## src/rtl/bcd_pkg.sv

```systemverilog
// Shared definitions for the serial BCD complement datapath: digit width,
// controller state encoding and the BCD constant nine.
package bcd_pkg;

  localparam int BCD_W = 4;

  localparam logic [BCD_W-1:0] BCD_NINE = 4'd9;

  typedef enum logic [1:0] {
    IDLE = 2'd0,
    RUN  = 2'd1,
    DONE = 2'd2
  } state_e;

endpackage : bcd_pkg

```

## src/rtl/bcd_digit_complement.sv

```systemverilog
// Single-digit BCD complement cell: 9's complement of d, optionally plus the
// incoming carry. Digits above nine are flagged and produce a zero digit.
module bcd_digit_complement
  import bcd_pkg::*;
(
  input  logic [BCD_W-1:0] d,
  input  logic             cin,
  output logic [BCD_W-1:0] q,
  output logic             cout,
  output logic             invalid
);

  logic [BCD_W-1:0] n;

  always_comb begin
    invalid = (d > BCD_NINE);
    n       = BCD_NINE - d;
    q       = n;
    cout    = 1'b0;
    if (invalid) begin
      // An invalid digit also kills the carry chain.
      q = '0;
    end else if (cin) begin
      if (n == BCD_NINE) begin
        q    = '0;
        cout = 1'b1;
      end else begin
        q = n + 1'b1;
      end
    end
  end

endmodule : bcd_digit_complement

```

## src/rtl/bcd_complement_serial.sv

```systemverilog
// Digit-serial 9's/10's complement of a packed BCD operand, least-significant
// digit first, one digit per clock, with a sticky invalid-digit flag.
module bcd_complement_serial
  import bcd_pkg::*;
#(
  parameter int DIGITS = 4
) (
  input  logic                      clk,
  input  logic                      reset,
  input  logic                      start,
  input  logic                      mode,
  input  logic [BCD_W*DIGITS-1:0]   din,
  output logic                      busy,
  output logic                      done,
  output logic [BCD_W*DIGITS-1:0]   dout,
  output logic                      cout,
  output logic                      err
);

  localparam int W     = BCD_W * DIGITS;
  localparam int CNT_W = (DIGITS > 1) ? $clog2(DIGITS) : 1;
  localparam logic [CNT_W-1:0] CNT_LAST = CNT_W'(DIGITS - 1);

  // Handshake: start is a request sampled only in IDLE or DONE; done is a
  // one-cycle completion pulse after which dout/cout/err stay valid until
  // the next completed operation overwrites them.

  state_e           state_q, state_d;
  logic [CNT_W-1:0] cnt_q, cnt_d;
  logic [W-1:0]     sh_q, sh_d;
  logic [W-1:0]     res_q, res_d;
  logic [W-1:0]     dout_q, dout_d;
  logic             carry_q, carry_d;
  logic             err_acc_q, err_acc_d;
  logic             cout_q, cout_d;
  logic             err_q, err_d;

  logic [BCD_W-1:0] dig_q;
  logic             dig_cout;
  logic             dig_invalid;
  logic [W-1:0]     res_shifted;
  logic             accept;
  logic             last_step;

  bcd_digit_complement u_digit (
    .d       (sh_q[BCD_W-1:0]),
    .cin     (carry_q),
    .q       (dig_q),
    .cout    (dig_cout),
    .invalid (dig_invalid)
  );

  // New digit enters at the MSD end so that after DIGITS steps every digit
  // sits in the same position it occupied in din.
  assign res_shifted = W'({dig_q, res_q} >> BCD_W);

  assign accept    = start && ((state_q == IDLE) || (state_q == DONE));
  assign last_step = (state_q == RUN) && (cnt_q == CNT_LAST);

  // State register and datapath registers.
  always_ff @(posedge clk or posedge reset) begin
    if (reset) begin
      state_q   <= IDLE;
      cnt_q     <= '0;
      sh_q      <= '0;
      res_q     <= '0;
      carry_q   <= 1'b0;
      err_acc_q <= 1'b0;
      dout_q    <= '0;
      cout_q    <= 1'b0;
      err_q     <= 1'b0;
    end else begin
      state_q   <= state_d;
      cnt_q     <= cnt_d;
      sh_q      <= sh_d;
      res_q     <= res_d;
      carry_q   <= carry_d;
      err_acc_q <= err_acc_d;
      dout_q    <= dout_d;
      cout_q    <= cout_d;
      err_q     <= err_d;
    end
  end

  // Next-state logic.
  always_comb begin
    state_d = state_q;
    case (state_q)
      IDLE:    if (start) state_d = RUN;
      RUN:     if (cnt_q == CNT_LAST) state_d = DONE;
      DONE:    state_d = start ? RUN : IDLE;
      default: state_d = IDLE;
    endcase
  end

  // FSM outputs.
  always_comb begin
    busy = 1'b0;
    done = 1'b0;
    case (state_q)
      RUN:     busy = 1'b1;
      DONE:    done = 1'b1;
      default: ;
    endcase
  end

  // Datapath next values.
  always_comb begin
    cnt_d     = cnt_q;
    sh_d      = sh_q;
    res_d     = res_q;
    carry_d   = carry_q;
    err_acc_d = err_acc_q;
    dout_d    = dout_q;
    cout_d    = cout_q;
    err_d     = err_q;
    if (accept) begin
      // The captured mode is the carry into the least-significant digit.
      sh_d      = din;
      carry_d   = mode;
      cnt_d     = '0;
      err_acc_d = 1'b0;
      res_d     = '0;
    end else if (state_q == RUN) begin
      sh_d      = sh_q >> BCD_W;
      carry_d   = dig_cout;
      err_acc_d = err_acc_q | dig_invalid;
      res_d     = res_shifted;
      cnt_d     = last_step ? '0 : cnt_q + 1'b1;
      if (last_step) begin
        dout_d = res_shifted;
        cout_d = dig_cout;
        err_d  = err_acc_q | dig_invalid;
      end
    end
  end

  assign dout = dout_q;
  assign cout = cout_q;
  assign err  = err_q;

endmodule : bcd_complement_serial
```

## config.mk

```make
export PLATFORM = sky130hd
export DESIGN_NAME = bcd_complement_serial
export DESIGN_NICKNAME = d
export VERILOG_FILES = /design/src/rtl/bcd_pkg.sv /design/src/rtl/bcd_digit_complement.sv /design/src/rtl/bcd_complement_serial.sv
export SDC_FILE = /design/constraint.sdc
export NUM_CORES = 1
export LEC_CHECK = 0
export ABC_AREA = 1
export CAP_MARGIN = 20
export CORE_MARGIN = 5
export CORE_UTILIZATION = 45
export CTS_BUF_LIST = sky130_fd_sc_hd__clkbuf_2 sky130_fd_sc_hd__clkbuf_4 sky130_fd_sc_hd__clkbuf_8
export DETAILED_ROUTE_END_ITERATION = 8
export GPL_TIMING_DRIVEN = 0
export PLACE_DENSITY = 0.68
export SYNTH_ARGS = -nofsm -noshare
export SYNTH_HDL_FRONTEND = slang
export SYNTH_HIERARCHICAL = 1
export SYNTH_SLANG_ARGS = --single-unit
```

## constraint.sdc

```tcl
create_clock -name clk -period 1.7 [get_ports clk]
set_input_delay 0.34 -clock clk [delete_from_list [all_inputs] [get_ports clk]]
set_output_delay 0.34 -clock clk [all_outputs]
set_load 0.01 [all_outputs]
```

# Word level (Yosys, flattened, before mapping)
# Index checks and enable logic that the tools add are counted.
# totals
regBits,56
in_bits,20
# op_classes
reduce_logical,7
eq_ne,6
order_cmp,1
mux,23
bitwise_logic,2
n_addsub,3
# op_table
op,n
2-to-1 mux 16 bit,4
2-to-1 mux 4 bit,3
2-to-1 mux 1 bit,10
2-to-1 mux 2 bit,5
one-hot mux 2 bit (3 select lines),1
adder 4 x 1 -> 4 bit (second input constant),1
== test 2 bit (second input constant),2
== test 4 bit (second input constant),1
> comparator 4 bit (second input constant),1
inequality test 2 bit (second input constant),2
subtractor 4 bit (first input constant),1
AND reduction 3 bit,1
adder 2 x 1 -> 2 bit (second input constant),1
== test 2 x 1 -> 1 bit (second input constant),1
logical AND 1 bit,2
zero test 2 bit,1
AND reduction 2 bit,1
nonzero test 2 bit,1
logical OR 1 bit,1
inverter 1 bit,1
OR 1 bit,1

# Logic depth before layout (Yosys ltp)
# Gate-level depths: netlist of the first run.
# logic_depth
depth_word,7
mapped_depth,10
depth_no_buf,10

# By module
# The synthesis of the first run kept the hierarchy.
# modules_own_cells
module,cells_per_inst,instances,area_each_um2
bcd_complement_serial,238,1,2137.0
bcd_digit_complement,40,1,198.9

# Worst setup path after synthesis of the first run
# No wires, ideal clock.
# synth_path
kind,register -> register
startpoint,register sh_q[1]
endpoint,register res_q[14]
setup_slack_ps,401
synth_period_minus_slack_ps,1299
t_required_ps,1583
arrival_time_ps,1181
path_stages_with_launch,9
cell_sequence,dfrtp_1 > inv_1 > ha_1 > nor2_1 > nand2_1 > nand2_2 > nor2_1 > nand2_1 > nand2_1
# synth_between
elab_chain_cells,7
elab_cells_between_ends,9
# synth_rtl
element,line,rtl
from (decl),bcd_complement_serial.sv:30,"logic [W-1:0] sh_q, sh_d;"
from (signal assigned),bcd_complement_serial.sv:65,sh_q <= '0;
from (signal assigned),bcd_complement_serial.sv:75,sh_q <= sh_d;
subtractor 4 bit,bcd_digit_complement.sv:17,n = BCD_NINE - d;
adder 4 x 1 -> 4 bit / == test 4 bit (equally long branches),"bcd_digit_complement.sv:28, bcd_digit_complement.sv:24",
2-to-1 mux 4 bit,bcd_digit_complement.sv:24,if (n == BCD_NINE) begin
2-to-1 mux 4 bit,bcd_digit_complement.sv:23,end else if (cin) begin
2-to-1 mux 4 bit *,bcd_digit_complement.sv:20,if (invalid) begin
net dig_q[2],bcd_complement_serial.sv:38,logic [BCD_W-1:0] dig_q;
2-to-1 mux 16 bit *,bcd_complement_serial.sv:124,end else if (state_q == RUN) begin
2-to-1 mux 16 bit *,bcd_complement_serial.sv:117,if (accept) begin
to (signal assigned),bcd_complement_serial.sv:76,res_q <= res_d;
to (decl),bcd_complement_serial.sv:31,"logic [W-1:0] res_q, res_d;"
# Mark *: on every way through the listed nets, which the timed path passes. The rest lies on a longest branch. The select of a mux whose other input is x is not followed.
# A chain may end at the register's enable or synchronous reset.

# Final worst setup path of the first run
# layout_path
startpoint,register state_q[0]
endpoint,output port done
# layout_between
elab_chain_cells,2
# layout_rtl
element,line,rtl
from (decl),bcd_complement_serial.sv:28,"state_e state_q, state_d;"
from (signal assigned),bcd_complement_serial.sv:73,state_q <= state_d;
== test 2 bit,bcd_complement_serial.sv:100,case (state_q)
2-to-1 mux 1 bit,bcd_complement_serial.sv:100,
to (decl),bcd_complement_serial.sv:14,"output logic done,"
# No other way between the ends.

==> results.py, run 1 <==
metrics = {
    "final_layout": {
        "layout_common_cells": "nand2_1 (123), dfrtp_1 (52), nand3_1 (41)",
        "n_fill_cell": 516,
        "drive_gt1_share_pct": 10.4,
        "seq_area_um2": 1300,
        "nNetsFinal": 352,
        "fin_util_pct": 58.3,
        "final_common_cell": "nand2_1",
        "antennaDiodeCount": 0,
        "area_growth_pct": 26.6,
        "finish.instance_area_um2": 2960,
        "multi_input_area_um2": 886,
    },
    "timing": {
        "drv_slew": 0,
        "worst_pin_slew_ps": 557,
        "hold_violations": 0,
        "hold_slack_ps": 398,
        "finalSetupViolations": 0,
        "setup_tns_ps": 0,
        "fmax_ghz": 0.625,
        "clock_skew_ps": 14.2,
        "min_period_over_period_pct": 94.1,
        "rsz0062_at_grt": "no",
        "maxSlewHeadroom_pct": 62.8,
        "period_needed_ps": 1600,
    },
    "global_route": {
        "grt_antenna_before_repair": 0,
        "first_global_vias": 1828,
        "gr-total-overflow": 0,
        "grt_max_degree": 28,
        "grt_usage_pct": 16.4,
        "grt_pass1_wl_um": 8330,
    },
    "logic_synthesis": {
        "synth_area_leaders": "dfrtp_1 (56%), nand2_1 (20%), nand3_1 (8.8%), inv_1 (2.7%), ha_1 (2.7%)",
        "synth_area_per_cell_um2": 8.40,
        "ys_seq_elements": 52,
        "synth_area_um2": 2340,
        "yosysUniqueCellTypes": 18,
        "synth_top_area_cell": "dfrtp_1",
        "synth_top_family_by_area": "simple AND/OR/NAND/NOR gates",
        "synth_cells": 278,
        "muxShareOfSynthArea_pct": 0,
        "synthXorXnorAreaFrac_pct": 0.375,
        "synth-compound-area-share_pct": 2.57,
        "yosysTopAreaCellShare_pct": 55.7,
        "yosys.area_share.simple_pct": 32.3,
        "synthAdderAreaFrac_pct": 2.68,
        "ys_seq_area_share_pct": 55.7,
        "syn-num-nets": 303,
        "synth_warnings": 6,
    },
    "worst_setup_path": {
        "crit_chain": "buf_4 > nor2_1 > dlygate4sd2_1",
        "worstPathArrival_ps": 1260,
        "reg2regPathDepth": 10,
        "critPathSlowestCell": "dfrtp_1",
        "critPathMaxFanout": 3,
        "cp-start-kind": "register",
        "crit_end": "done",
        "r2r_end": "dout[12]",
        "r2r_setup_slack_ps": 210,
        "crit_type": "reg2out",
        "reg2reg_from": "sh_q[1]",
        "critPathLaunch": "state_q[0]",
        "cpPeakStageDelay_ps": 400,
        "end_kind": "output pin",
        "worstPathRequired_ps": 1360,
    },
    "die": {
        "core_um2": 5070,
        "num_rows": 26,
        "die_area_um2": 6730,
        "io_pins": 40,
        "initial_utilization_pct": 46.0,
        "die_w_um": 82.1,
        "die_y_um": 82.1,
    },
    "clock_tree": {
        "cts_tree": "built",
        "cts_root_buffer": "clkbuf_8",
        "cts_buffers": 5,
        "clk_pin_slew_ps": 100,
        "clk_latency_ps": 310,
        "clockBufferDepth": 2,
        "ctsHtreeMaxLevel": 2,
        "clkSinkCount": 52,
    },
    "route": {
        "route.detailed.drc": 0,
        "drtAntennaViolNets": 0,
        "viasPerCell": 4.68,
        "drt_wl_total_um": 4930,
        "drt_pre_antenna_iters": 4,
        "vias": 1864,
        "drt-initial-drc-count": 114,
        "wire_per_inst_um": 12.4,
    },
    "status": {
        "status": "finished clean",
    },
    "placed_design": {
        "port_buffers": 39,
        "placed_cell_area_um2": 2830,
        "post-dp-hpwl_um": 3560,
        "globalplace.congestion": 0.810,
    },
    "pwr": {
        "p_per_area_nw_per_um2": 1790,
        "power.total_uw": 5290,
        "ir_drop_mv": 0.697,
        "p_leak_uw": 0.00152,
    },
    "min_path": {
        "min_path_type": "in2async",
    },
    "run": {
        "drv_cap": 0,
    },
}
cell type report:
class | instances | share of cell area (%)
clock buffer | 6 | 2.58
clock inverter | 2 | 1.18
inverter | 19 | 2.41
buffer | 11 | 2.75
sequential | 52 | 44.0
tap | 70 | 2.96
timing repair buffer | 42 | 14.2
multi-input combinational | 196 | 29.9
where the power goes:
group / internal (µW) / total [µW] / leakage [µW] / switching [µW]
Combinational: 1020 / 2380 / 0.000794 / 1360
Clock: 453 / 861 / 0.0000586 / 407
Sequential: 1740 / 2050 / 0.000667 / 307
Total: 3210 / 5290 / 0.00152 / 2070
registers in the layout, indices dropped and copies added, names as in the netlist:
name,cells
err_acc_q,1
cnt_q,2
dout,16
carry_q,1
err,1
cout,1
res_q,12
sh_q,16
state_q,2
worst min-delay path by stage:
stage | from | endpoint | slack (ps)
5_1_grt | reset | sh_q[0] | 480
3_3_place_gp | res_q[8] | dout[4] | 450
4_1_cts | reset | sh_q[3] | 420
2_1_floorplan | err_acc_q | err_acc_q | 440
3_5_place_dp | res_q[8] | dout[4] | 460
6_report | reset | carry_q | 400
cell usage after synthesis, drive strengths merged:
| master | n |
|---|---|
| xor2 | 1 |
| or2 | 1 |
| inv | 19 |
| nand2 | 126 |
| nor2 | 10 |
| buf | 11 |
| ha | 5 |
| dfrtp | 52 |
| o21ai | 12 |
| nand3 | 41 |
worst max-delay path: cells and delay by family, from the launching register on:
| family | cells | cell delay, ps |
|---|---|---|
| flip-flops | 1 | 400 |
| AND/OR/NAND/NOR | 1 | 120 |
| buffers and inverters | 2 | 430 |
kinds of logic (layout without fill, tap and decap cells):
family,Yosys count,count (layout)
compound gates,12,12
simple gates,178,178
flops,52,52
fa+ha+maj,5,5
buf+inv,30,80
xor+xnor,1,1
layer usage:
metal / track usage [%] / part of all wire [%] / vias to the layer above
li1: - / - / 969
met1: 20.8 / 47 / 846
met2: 26.6 / 47 / 43
met3: 3.51 / 5.2 / 6
met4: 7.81 / 1.7 / 0
met5: 0 / 0 / -
metrics by stage:
| step | instances | worst slack (ps) |
|---|---|---|
| after floorplan | 278 | 102 |
| after global placement | 387 | -885 |
| after detailed placement | 388 | -100 |
| after CTS | 398 | 43.1 |
| after global routing | 398 | 15.7 |
| final | 398 | 100 |
repair_timing:
action,4_1_cts,5_1_grt
resized for setup,2,3
setup buffers,2,0
hold buffers,0,0
endpoints found under the setup margin,2,1
pin swaps,1,0
Note: power is estimated with default switching activity, not from simulation.
==> run 2, diff against run 1 <==
--- a/config.mk
+++ b/config.mk
@@ -13,6 +13,7 @@
 export DETAILED_ROUTE_END_ITERATION = 8
 export GPL_TIMING_DRIVEN = 0
 export PLACE_DENSITY = 0.68
+export SKIP_CTS_REPAIR_TIMING = 1
 export SYNTH_ARGS = -nofsm -noshare
 export SYNTH_HDL_FRONTEND = slang
 export SYNTH_HIERARCHICAL = 1
==> run 2 against run 1 <==
  * Clock power is essentially flat
  * Power rose by 1.2%
  * Count of clock-buffer cells in the layout unchanged
  * Sequential share of layout area is 0.36 points lower
  * Register-to-register slack hardly changed
  * Critical endpoint is now busy
  * Largest power group unchanged
==> results.py, run 2 (same netlist as run 1, synthesis figures left out) <==
metrics = {
    "status": {
        "status": "finished clean",
    },
    "final_layout": {
        "multi_input_area_um2": 886,
        "n_fill_cell": 507,
        "drive_gt1_share_pct": 11.5,
        "area_growth_pct": 27.8,
        "layout_common_cells": "nand2_1 (123), dfrtp_1 (51), nand3_1 (41)",
        "seq_area_um2": 1300,
        "final_common_cell": "nand2_1",
        "nNetsFinal": 355,
        "layout.cells.non_filler": 401,
        "antennaDiodeCount": 0,
    },
    "route": {
        "viasPerCell": 4.67,
        "vias": 1872,
        "drt_wl_total_um": 4930,
        "drt-initial-drc-count": 92,
        "route.detailed.drc": 0,
        "wire_per_inst_um": 12.3,
        "drtAntennaViolNets": 0,
        "drt_pre_antenna_iters": 4,
    },
    "global_route": {
        "grt_max_degree": 28,
        "grt_usage_pct": 16.2,
        "grt_busiest_layer": "met2",
        "first_global_vias": 1808,
        "grt_use_met3_pct": 3.51,
        "gr-usage-met1_pct": 20.7,
        "grt_pass1_wl_um": 8220,
        "grt_util_met2_pct": 26.1,
        "grt_antenna_before_repair": 0,
        "gr-total-overflow": 0,
    },
    "run": {
        "drv_cap": 0,
    },
    "clock_tree": {
        "clockBufferDepth": 2,
        "ctsHtreeMaxLevel": 2,
        "cts_root_buffer": "clkbuf_8",
        "cts_buffers": 5,
        "clkSinkCount": 52,
        "clk_pin_slew_ps": 100,
        "clk_latency_ps": 310,
        "cts_tree": "built",
    },
    "placed_design": {
        "post-dp-hpwl_um": 3560,
        "globalplace.congestion": 0.810,
        "dpl.cell_count": 388,
        "dp_slack_ps": -100,
        "port_buffers": 39,
    },
    "worst_setup_path": {
        "worstPathArrival_ps": 1270,
        "r2r_end": "dout[13]",
        "cp-start-kind": "register",
        "critPathMaxFanout": 8,
        "reg2regPathDepth": 7,
        "end_kind": "output pin",
        "r2r_setup_slack_ps": 200,
        "crit_type": "reg2out",
        "reg2reg_from": "sh_q[1]",
        "worstPathRequired_ps": 1360,
    },
    "timing": {
        "drv_slew": 0,
        "period_needed_ps": 1610,
        "fin_ws_ps": 90.2,
        "worst_pin_slew_ps": 557,
        "clock_skew_ps": 14.3,
        "min_period_over_period_pct": 94.7,
        "setup_tns_ps": 0,
        "maxSlewHeadroom_pct": 62.8,
        "hold_violations": 0,
        "finalSetupViolations": 0,
        "fmax_ghz": 0.621,
    },
    "die": {
        "num_rows": 26,
        "core_um2": 5070,
        "initial_utilization_pct": 46.0,
        "die_area_um2": 6730,
        "io_pins": 40,
        "die_w_um": 82.1,
        "die_y_um": 82.1,
    },
    "min_path": {
        "min_path_type": "in2async",
    },
    "pwr": {
        "p_leak_uw": 0.00155,
        "ir_drop_mv": 0.728,
        "p_per_area_nw_per_um2": 1790,
    },
}
## run 2: worst max-delay path, stage by stage (launching register included)
cell	delay [ps]
dfrtp_2	410
inv_2	60
nor2_4	210
buf_6	160
buf_2	130
## run 2: stage by stage
step,power [µW],utilization (%),hold slack (ps),cell area [µm²]
after floorplan,3560,-,441,2340
after CTS,5290,58.0,418,2950
final,5350,58.8,399,2990
after detailed placement,4430,55.8,458,2830
after global routing,5770,58.8,479,2990
after global placement,4380,55.4,455,2810
## run 2: how the worst max path moves through the flow
stage | start | endpoint | slack, ps | cells after the start
final | state_q[0] | busy | 90 | 4
after global routing | state_q[0] | busy | -4 | 4
after CTS | state_q[0] | busy | -460 | 4
after detailed placement | state_q[0] | busy | -100 | 4
after global placement | reset | sh_q[14] | -880 | 2
after floorplan | reset | carry_q | 100 | 1
## run 2: power breakdown
part	internal (µW)	switching (µW)	total [µW]
combinational	1070	1360	2430
sequential	1740	313	2050
clock	453	406	860
total	3270	2080	5350
## run 2: final cells by class
cell class,count,share of cell area [%]
flip-flops and latches,52,43.6
repair buffers,45,14.9
clock buffers,6,2.56
well taps,70,2.93
clock inverters,2,1.17
plain buffers,11,2.72
inverters,19,2.39
multi-input cells,196,29.7
## run 2: per-layer routing
metal	vias to the layer above	part of all wire, %
li1	976	-
met1	849	48
met2	39	46
met3	8	4.3
met4	0	1.8
met5	-	0
